$ cat src/rtl/addsub_pkg.sv
// Shared definitions for the sequential add/subtract unit and the ALU decode.
//   state_e : FSM state encoding (IDLE / RUN / DONE)
//   OP_ADD  : op_sub value selecting a + b + cin
//   OP_SUB  : op_sub value selecting a - b - cin
package addsub_pkg;

    typedef enum logic [1:0] {
        IDLE = 2'd0,
        RUN  = 2'd1,
        DONE = 2'd2
    } state_e;

    localparam logic OP_ADD = 1'b0;
    localparam logic OP_SUB = 1'b1;

endpackage

$ cat src/rtl/addsub_seq_if.sv
// Handshake bundle for addsub_seq.
//   Request  : in_valid / in_ready, a, b, cin, op_sub
//   Response : out_valid / out_ready, sum, carry, overflow
//   master   : producer/consumer side (drives the request, accepts the response)
//   slave    : the arithmetic unit
interface addsub_seq_if #(
    parameter int unsigned WIDTH = 32
);
    logic             in_valid;
    logic             in_ready;
    logic [WIDTH-1:0] a;
    logic [WIDTH-1:0] b;
    logic             cin;
    logic             op_sub;
    logic             out_valid;
    logic             out_ready;
    logic [WIDTH-1:0] sum;
    logic             carry;
    logic             overflow;

    modport master (
        output in_valid, a, b, cin, op_sub, out_ready,
        input  in_ready, out_valid, sum, carry, overflow
    );

    modport slave (
        input  in_valid, a, b, cin, op_sub, out_ready,
        output in_ready, out_valid, sum, carry, overflow
    );
endinterface

$ cat src/rtl/addsub_chunk.sv
// Combinational CHUNK-bit ripple-carry adder built from 1-bit full-adder cells.
//   a, b : CHUNK-bit addends
//   cin  : carry into bit 0
//   sum  : CHUNK-bit sum
//   cout : carry out of the top bit
module addsub_chunk #(
    parameter int unsigned CHUNK = 8
) (
    input  logic [CHUNK-1:0] a,
    input  logic [CHUNK-1:0] b,
    input  logic             cin,
    output logic [CHUNK-1:0] sum,
    output logic             cout
);
    logic [CHUNK:0] c;

    assign c[0] = cin;

    for (genvar i = 0; i < CHUNK; i++) begin : g_fa
        assign sum[i]   = a[i] ^ b[i] ^ c[i];
        assign c[i + 1] = (a[i] & b[i]) | (c[i] & (a[i] ^ b[i]));
    end

    assign cout = c[CHUNK];
endmodule

$ cat src/rtl/addsub_seq.sv
// Multi-cycle add/subtract unit: WIDTH-bit operands processed CHUNK bits per clock,
// carry held in a register between chunks. One operation in flight at a time.
//   clk   : rising-edge clock
//   rst_n : asynchronous active-low reset
//   bus   : addsub_seq_if slave (request handshake in, result handshake out)
// Subtraction is a + ~b + ~cin, so the final carry is NOT borrow.
module addsub_seq
    import addsub_pkg::*;
#(
    parameter int unsigned WIDTH = 32,
    parameter int unsigned CHUNK = 8
) (
    input  logic        clk,
    input  logic        rst_n,
    addsub_seq_if.slave bus
);
    localparam int unsigned NCHUNK = WIDTH / CHUNK;
    localparam int unsigned CW     = (NCHUNK > 1) ? $clog2(NCHUNK) : 1;
    localparam logic [CW-1:0] LAST = CW'(NCHUNK - 1);

    if ((CHUNK == 0) || (CHUNK > WIDTH) || ((WIDTH % CHUNK) != 0)) begin : g_bad_params
        $error("addsub_seq: WIDTH must be a non-zero multiple of CHUNK");
    end

    state_e           state_q, state_d;
    logic [CW-1:0]    cnt_q;
    logic [WIDTH-1:0] a_q, b_q, sum_q;
    logic             c_q, ovf_q, in_ready_q;
    logic [CHUNK-1:0] a_ch, b_ch, s_ch;
    logic             c_out;
    logic [31:0]      base;
    logic             accept, last;

    assign accept = (state_q == IDLE) && in_ready_q && bus.in_valid;
    assign last   = (cnt_q == LAST);
    assign base   = 32'(cnt_q) * CHUNK;
    assign a_ch   = a_q[base +: CHUNK];
    assign b_ch   = b_q[base +: CHUNK];

    addsub_chunk #(
        .CHUNK (CHUNK)
    ) u_chunk (
        .a    (a_ch),
        .b    (b_ch),
        .cin  (c_q),
        .sum  (s_ch),
        .cout (c_out)
    );

    // State register
    always_ff @(posedge clk or negedge rst_n) begin
        if (!rst_n) begin
            state_q <= IDLE;
        end else begin
            state_q <= state_d;
        end
    end

    // Next-state logic
    always_comb begin
        state_d = state_q;
        unique case (state_q)
            IDLE:    if (accept) state_d = RUN;
            RUN:     if (last) state_d = DONE;
            DONE:    if (bus.out_ready) state_d = IDLE;
            default: state_d = IDLE;
        endcase
    end

    // Datapath. in_ready is registered so it stays low through reset and only
    // rises on the first edge after release (and the edge after a result is taken).
    always_ff @(posedge clk or negedge rst_n) begin
        if (!rst_n) begin
            a_q        <= '0;
            b_q        <= '0;
            sum_q      <= '0;
            c_q        <= 1'b0;
            ovf_q      <= 1'b0;
            cnt_q      <= '0;
            in_ready_q <= 1'b0;
        end else begin
            in_ready_q <= (state_d == IDLE);
            if (accept) begin
                a_q   <= bus.a;
                b_q   <= (bus.op_sub == OP_SUB) ? ~bus.b : bus.b;
                c_q   <= (bus.op_sub == OP_SUB) ? ~bus.cin : bus.cin;
                cnt_q <= '0;
            end else if (state_q == RUN) begin
                sum_q[base +: CHUNK] <= s_ch;
                c_q                  <= c_out;
                cnt_q                <= last ? '0 : cnt_q + 1'b1;
                if (last) begin
                    // Same-sign operands whose result flips sign
                    ovf_q <= (a_q[WIDTH-1] == b_q[WIDTH-1]) && (s_ch[CHUNK-1] != a_q[WIDTH-1]);
                end
            end
        end
    end

    // Outputs
    always_comb begin
        bus.in_ready  = in_ready_q;
        bus.out_valid = (state_q == DONE);
        bus.sum       = sum_q;
        bus.carry     = c_q;
        bus.overflow  = ovf_q;
    end
endmodule

$ cat src/flat_wrapper.sv
// flat-port wrapper written by rule: the top's interface ports become plain ports
module addsub_seq_flat import addsub_pkg::*;
#(
    parameter int unsigned WIDTH = 32,
    parameter int unsigned CHUNK = 8
)
  (clk, rst_n, bus_in_valid, bus_a, bus_b, bus_cin, bus_op_sub, bus_out_ready, bus_in_ready, bus_out_valid, bus_sum, bus_carry, bus_overflow);
  addsub_seq_if #(.WIDTH(WIDTH)) bus_i ();
  input  logic clk;
  input  logic rst_n;
  input wire logic [$bits(bus_i.in_valid)-1:0] bus_in_valid;
  input wire logic [$bits(bus_i.a)-1:0] bus_a;
  input wire logic [$bits(bus_i.b)-1:0] bus_b;
  input wire logic [$bits(bus_i.cin)-1:0] bus_cin;
  input wire logic [$bits(bus_i.op_sub)-1:0] bus_op_sub;
  input wire logic [$bits(bus_i.out_ready)-1:0] bus_out_ready;
  output wire logic [$bits(bus_i.in_ready)-1:0] bus_in_ready;
  output wire logic [$bits(bus_i.out_valid)-1:0] bus_out_valid;
  output wire logic [$bits(bus_i.sum)-1:0] bus_sum;
  output wire logic [$bits(bus_i.carry)-1:0] bus_carry;
  output wire logic [$bits(bus_i.overflow)-1:0] bus_overflow;
  assign bus_i.in_valid = bus_in_valid;
  assign bus_i.a = bus_a;
  assign bus_i.b = bus_b;
  assign bus_i.cin = bus_cin;
  assign bus_i.op_sub = bus_op_sub;
  assign bus_i.out_ready = bus_out_ready;
  assign bus_in_ready = bus_i.in_ready;
  assign bus_out_valid = bus_i.out_valid;
  assign bus_sum = bus_i.sum;
  assign bus_carry = bus_i.carry;
  assign bus_overflow = bus_i.overflow;
  addsub_seq #(.WIDTH(WIDTH), .CHUNK(CHUNK)) u_core (.clk(clk), .rst_n(rst_n), .bus(bus_i));
endmodule
$ cat config.mk
export PLATFORM = sky130hd
export DESIGN_NAME = addsub_seq_flat
export DESIGN_NICKNAME = d
export VERILOG_FILES = /design/src/rtl/addsub_pkg.sv /design/src/rtl/addsub_seq_if.sv /design/src/rtl/addsub_chunk.sv /design/src/rtl/addsub_seq.sv /design/src/flat_wrapper.sv
export SDC_FILE = /design/constraint.sdc
export NUM_CORES = 1
export LEC_CHECK = 0
export CAP_MARGIN = 20
export CORE_ASPECT_RATIO = 1.1
export CORE_MARGIN = 2
export CORE_UTILIZATION = 40
export CTS_BUF_LIST = sky130_fd_sc_hd__clkbuf_4 sky130_fd_sc_hd__clkbuf_8
export DETAILED_ROUTE_END_ITERATION = 10
export DONT_BUFFER_PORTS = 1
export GPL_TIMING_DRIVEN = 0
export SLEW_MARGIN = 20
export SYNTH_ARGS = -nofsm -noshare
export SYNTH_HDL_FRONTEND = slang
export SYNTH_SLANG_ARGS = --single-unit
$ cat constraint.sdc
create_clock -name clk -period 6.7 [get_ports clk]
set_input_delay 0.335 -clock clk [delete_from_list [all_inputs] [get_ports clk]]
set_output_delay 0.335 -clock clk [all_outputs]
set_load 0.01 [all_outputs]
== Yosys cells after proc, flatten, opt, wreduce, memory -nomap -nowiden ==
Cells that the tools add are included.

* Bits in registers: 103
* Logic and storage cells: 82

* Add/subtract/negate cells: 2
* Equality and inequality tests: 5
* Shift operators: 4
* Muxes and demuxes: 12
* Bitwise gates (word level): 43
* Reduce and logical (&&, ||, !) cells: 8

{| class="wikitable"
|+ Operators with widths
! operator !! number
|-
| $shiftx 32x6->8 || 2
|-
| $neg 5->34 || 1
|-
| $shift 8x34->32 const A || 1
|-
| $shiftx 8x34->32 || 1
|-
| $bwmux 32 || 1
|-
| $mux 32 || 1
|-
| $not 32->32 || 1
|-
| $and 1x1->1 || 16
|-
| $xor 1x1->1 || 16
|-
| $mux 2 || 6
|-
| $or 1x1->1 || 8
|-
| $pmux 2 s3 || 1
|-
| $eq 2x2->1 const B || 2
|-
| $logic_not 2->1 || 2
|-
| $logic_and 1x1->1 || 3
|-
| $mux 1 || 3
|-
| $reduce_and 3->1 || 1
|-
| $add 2x1->2 const B || 1
|-
| $eq 2x1->1 const B || 1
|-
| $not 1->1 || 2
|-
| $reduce_and 2->1 || 1
|-
| $reduce_bool 2->1 || 1
|-
| $eq 1x1->1 || 1
|-
| $ne 1x1->1 || 1
|}

== Logic depth before layout (Yosys ltp) ==
* Word-level depth: 20
* Depth in mapped cells: 18

== Hierarchy ==
A second synthesis with hierarchy kept.

* Cell total of the unflattened synthesis: 361
* Area, all modules: 4894.7 µm²

{| class="wikitable"
|+ By module, submodules not included
! module !! times used !! cells an instance !! area an instance (µm²)
|-
| addsub_seq || 1 || 343 || 4697.0
|-
| addsub_chunk || 1 || 18 || 197.7
|}

== Least setup slack after synthesis ==
No wires, ideal clock.

* Path kind: reg2reg
* Start: reg u_core.cnt_q[1]
* End: reg u_core.ovf_q (netlist: u_core.bus.overflow)
* Library setup time: 82 ps
* Arrival: 4977 ps
* Data required time: 6618 ps
* Slack: 1642 ps
* Cell stages (with the launch flop): 19
* Path through: dfrtp_1 clkbuf_1 buf_2 mux4_2 inv_1 fa_1 fa_1 fa_1 fa_1 fa_1 inv_1 fa_1 inv_1 fa_1 inv_1 fa_1 and3b_1 a21oi_1 a31oi_1

* Longest elaborated chain between the ends: 19

{| class="wikitable"
|+ Ends and longest elaborated chain
! what !! line !! RTL
|-
| from (decl) || addsub_seq.sv:26 || <nowiki>logic [CW-1:0] cnt_q;</nowiki>
|-
| from (signal assigned) || addsub_seq.sv:91 || <nowiki>cnt_q <= last ? '0 : cnt_q + 1'b1;</nowiki>
|-
| $shiftx 32x6->8 (on tied branches) || addsub_seq.sv:37, addsub_seq.sv:38 ||
|-
| $xor 1x1->1 || addsub_chunk.sv:21 || <nowiki>assign c[i + 1] = (a[i] & b[i]) | (c[i] & (a[i] ^ b[i]));</nowiki>
|-
| $and 1x1->1 || addsub_chunk.sv:21 ||
|-
| $or 1x1->1 || addsub_chunk.sv:21 ||
|-
| $and 1x1->1 || addsub_chunk.sv:21 ||
|-
| $or 1x1->1 || addsub_chunk.sv:21 ||
|-
| $and 1x1->1 || addsub_chunk.sv:21 ||
|-
| $or 1x1->1 || addsub_chunk.sv:21 ||
|-
| (+3 left out) || - ||
|-
| $or 1x1->1 || addsub_chunk.sv:21 ||
|-
| $and 1x1->1 || addsub_chunk.sv:21 ||
|-
| $or 1x1->1 || addsub_chunk.sv:21 ||
|-
| $and 1x1->1 || addsub_chunk.sv:21 ||
|-
| $or 1x1->1 || addsub_chunk.sv:21 ||
|-
| $xor 1x1->1 || addsub_chunk.sv:20 || <nowiki>assign sum[i] = a[i] ^ b[i] ^ c[i];</nowiki>
|-
| $ne 1x1->1 || addsub_seq.sv:94 || <nowiki>ovf_q <= (a_q[WIDTH-1] == b_q[WIDTH-1]) && (s_ch[CHUNK-1] != a_q[WIDTH-1]);</nowiki>
|-
| $logic_and 1x1->1 || addsub_seq.sv:94 ||
|-
| to (signal assigned) || addsub_seq.sv:94 ||
|-
| to (decl) || addsub_seq.sv:28 || <nowiki>logic c_q, ovf_q, in_ready_q;</nowiki>
|}

Several ways; a longest one is shown, not always the timed one.
A chain may end at the register's enable or synchronous reset.

== Worst setup path after layout ==
Ends and elaborated chain as after synthesis.

==> reports/qor.csv <==
stage;metric;value;unit
sta;setup_ws;0.8183;ns
routing;post_drt_wl_per_cell;20.71;um
routing;drt_wl_total;11.27;mm
pwr;p_switching;0.001218;W
flow_run;drv_cap;0;
synth;avgSynthCellArea;12.96;um2
critical_path;worst_r2r_path_depth;18;
critical_path;path_max_fanout;10;
sta;min_period;5.882;ns
cts;clk_path_buf_depth;2;
routing;num_vias;2943;
pwr;power.density;560.9;nW/um2
synth;async_flop_share;100.0;%
sta;fin_skew;0.01078;ns
floorplan;die_h;119.0;um
critical_path;crit_path_end_kind;flip-flop;
pwr;internal-power;0.001723;W
place;dpl.hpwl;8.137;mm
critical_path;cp-start-kind;flip-flop;
grt;grt_antenna_before_repair;1;
floorplan;dieArea;12910;um2
status;status;completed;
pwr;swShare;41.42;%
routing;drc;0;
min_path;hold_depth;1;
place;numPortBuffers;0;
routing;via_per_inst;5.410;
critical_path;arrival;6.18;ns
cts;clkSinkCount;103;
cts;cts_buffers;9;
cts;cts_max_level;3;
routing;wl_met2;5.516;mm
grt;grt_remaining_overflow;0;
layout;layout_commonest_cell;dfrtp_1;
min_path;hold_path.class;primary input to flip-flop;
routing;met3_length;810;um
critical_path;path_delay_family;adder cells;
critical_path;rrSetupSlack;0.82;ns
routing;met1_length;4.724;mm
synth;netlist_instances;371;
critical_path;cpPeakStageDelay;0.59;ns
routing;highest_layer;met5;
routing;postRouteAntennaNets;0;
cts;cts-root-buf;clkbuf_8;
cts;clk_latency;0.38;ns
synth;syn_area;4808;um2
critical_path;rr_startpoint;u_core.cnt_q[1];
synth;synth_fp_nets;455;
critical_path;cp_common_cell;fa_1;
synth;yosys_register_bits;103;
layout;design.final.nets;468;
floorplan;core-area;11880;um2
place;globalplace.congestion;0.7850;
sta;worst_pin_slew;0.7427;ns
critical_path;critPathSlowestCell;clkbuf_1;
critical_path;path_class;flip-flop to flip-flop;
synth;synthDistinctLibCells;37;
critical_path;critPathLaunch;u_core.cnt_q[1];
pwr;power_frac_comb;49.2;%
grt;grt_pass1_vias;3181;
sta;setup_tns;0;ns
place;place_ws;0.7453;ns
sta;fmax;170.0;MHz
routing;first_iter_violations;154;
routing;dr.pass1.iters;4;
grt;grt_pass1_wl;17.95;mm
pwr;power.sequential.fraction;37.0;%
cts;cts_tree;built;
grt;grt_usage;18.75;%
min_path;min_from;bus_a[7];
synth;yosysWarnings;0;
sta;setup_viol;0;
sta;slew_headroom;50.49;%
critical_path;timing.rr.end;u_core.bus.overflow;
layout;final_cell_mix;dfrtp_1, a21oi_1, nor2_1, mux2_2, xnor2_1;
sta;timing.final.crit_share;87.79;%
cts;path_clk_slew;0.10;ns
floorplan;die_w;108.5;um
pwr;power.clock.fraction;13.8;%
layout;layout-drive-gt1-share;23.14;%
floorplan;rows;42;
synth;synth_edf_count;0;
pwr;p_leak;2.216;nW
grt;grt_max_degree;104;
critical_path;path_cells;clkbuf_1 -> buf_2 -> mux4_2 -> inv_1 -> fa_1 -> fa_1 -> fa_1 -> fa_1 -> fa_1 -> inv_1 -> fa_1 -> inv_1 -> fa_1 -> inv_1 -> fa_1 -> and3b_1 -> a21oi_1 -> a31oi_1;
floorplan;io_pins;106;
layout;fillers;1132;
sta;rsz0062_at_grt;no;
synth;seq_area_frac_synth;53.60;%
synth;synthFlopType;dfrtp_1;
floorplan;initial_utilization;40.49;%
pwr;peakVddDrop;0.2014;mV
critical_path;crit_required;6.99;ns
sta;hold_viol;0;
sta;final_max_slew_viol_count;0;
critical_path;worstPathBufferInverterCount;6;
layout;area_delta_synth_final;9.055;%
min_path;holdPathEnd;u_core.a_q[7];
-- cells by family (layout without fill, tap and decap cells) --
group	after synthesis	count (layout)	synth area share [%]
XOR/XNOR	33	33	6.011
flip-flops	103	103	53.60
other	0	1	0
multiplexers	49	49	15.20
AO/OA/AOI/OAI	72	72	10.12
adder cells (fa/ha/maj)	14	14	4.892
buffers and inverters	41	59	4.033
AND/OR/NAND/NOR	59	59	6.141
-- cell type report --
type                       instances  area (um2)  area share (%)
sequential                       103        2577           49.15
multi-input combinational        227        2037           38.85
tap                              154       192.7           3.675
clock buffer                       9       123.9           2.362
buffer                            21       118.9           2.267
clock inverter                     7       78.83           1.503
inverter                          20       75.07           1.432
timing repair buffer               2       37.54          0.7158
antenna                            1       2.502         0.04772
-- synthesized netlist by cell type (all sizes together), types with 2 or more instances --
master     n  area, um2
mux2      32      360.4
xnor2     32      280.3
nor2      34      127.6
dfrtp    103       2577
buf       20      115.1
inv       20      75.07
and4bb     2      28.78
a22o       6      52.55
ha         6      75.07
nand2      9      33.78
and2b      2      17.52
a21oi     36      180.2
fa         8      160.2
mux4      16      360.4
o2bb2ai   26      227.7
-- flip-flops by register name, indices dropped and copies added (netlist names) --
name                 cells
u_core.a_q              32
u_core.bus.sum          32
u_core.cnt_q             2
u_core.bus.carry         1
u_core.bus.in_ready      1
u_core.bus.overflow      1
u_core.state_q           2
u_core.b_q              32
-- metal layers --
metal,vias to the layer above,global-route usage [%]
li1,1325,-
met1,1505,23.30
met2,94,30.23
met3,17,6.459
met4,2,6.651
met5,-,0
-- repair_timing --
| action | 4_1_cts | 5_1_grt |
|---|---|---|
| buffers inserted | 0 | 0 |
| hold endpoints to repair | 103 | 0 |
| resized for setup | 0 | 0 |
| hold buffers | 2 | 0 |
-- how the worst max path moves through the flow --
stage | end | depth (start not counted)
2_1_floorplan | u_core.bus.overflow | 18
3_3_place_gp | u_core.bus.overflow | 18
3_5_place_dp | u_core.bus.overflow | 18
4_1_cts | u_core.bus.overflow | 18
5_1_grt | u_core.bus.overflow | 18
6_report | u_core.bus.overflow | 18
-- power groups by stage --
| stage | clock network, W | logic [W] | registers, W |
|---|---|---|---|
| detailed placement | 0 | 0.00145 | 0.00110 |
| global placement | 0 | 0.00142 | 0.00109 |
| finish | 0.000406 | 0.00145 | 0.00109 |
| global route | 0.000448 | 0.00161 | 0.00113 |
| floorplan | 0 | 0.00106 | 0.00104 |
| CTS | 0.000417 | 0.00148 | 0.00109 |
-- per-stage QoR --
step                      util, %  std cells  hold WS (ns)  instance area [um2]  power [W]
after floorplan                 -        371       0.03941                 4808   0.002100
after global placement      42.11        525       0.04143                 5001   0.002508
final                       44.15        544        0.1013                 5244   0.002941
after global routing        44.13        543       0.06808                 5241   0.003186
after detailed placement    42.11        525       0.04142                 5001   0.002554
after CTS                   44.13        543       0.08625                 5241   0.002984
No activity file was read; power rests on OpenSTA's default activity.
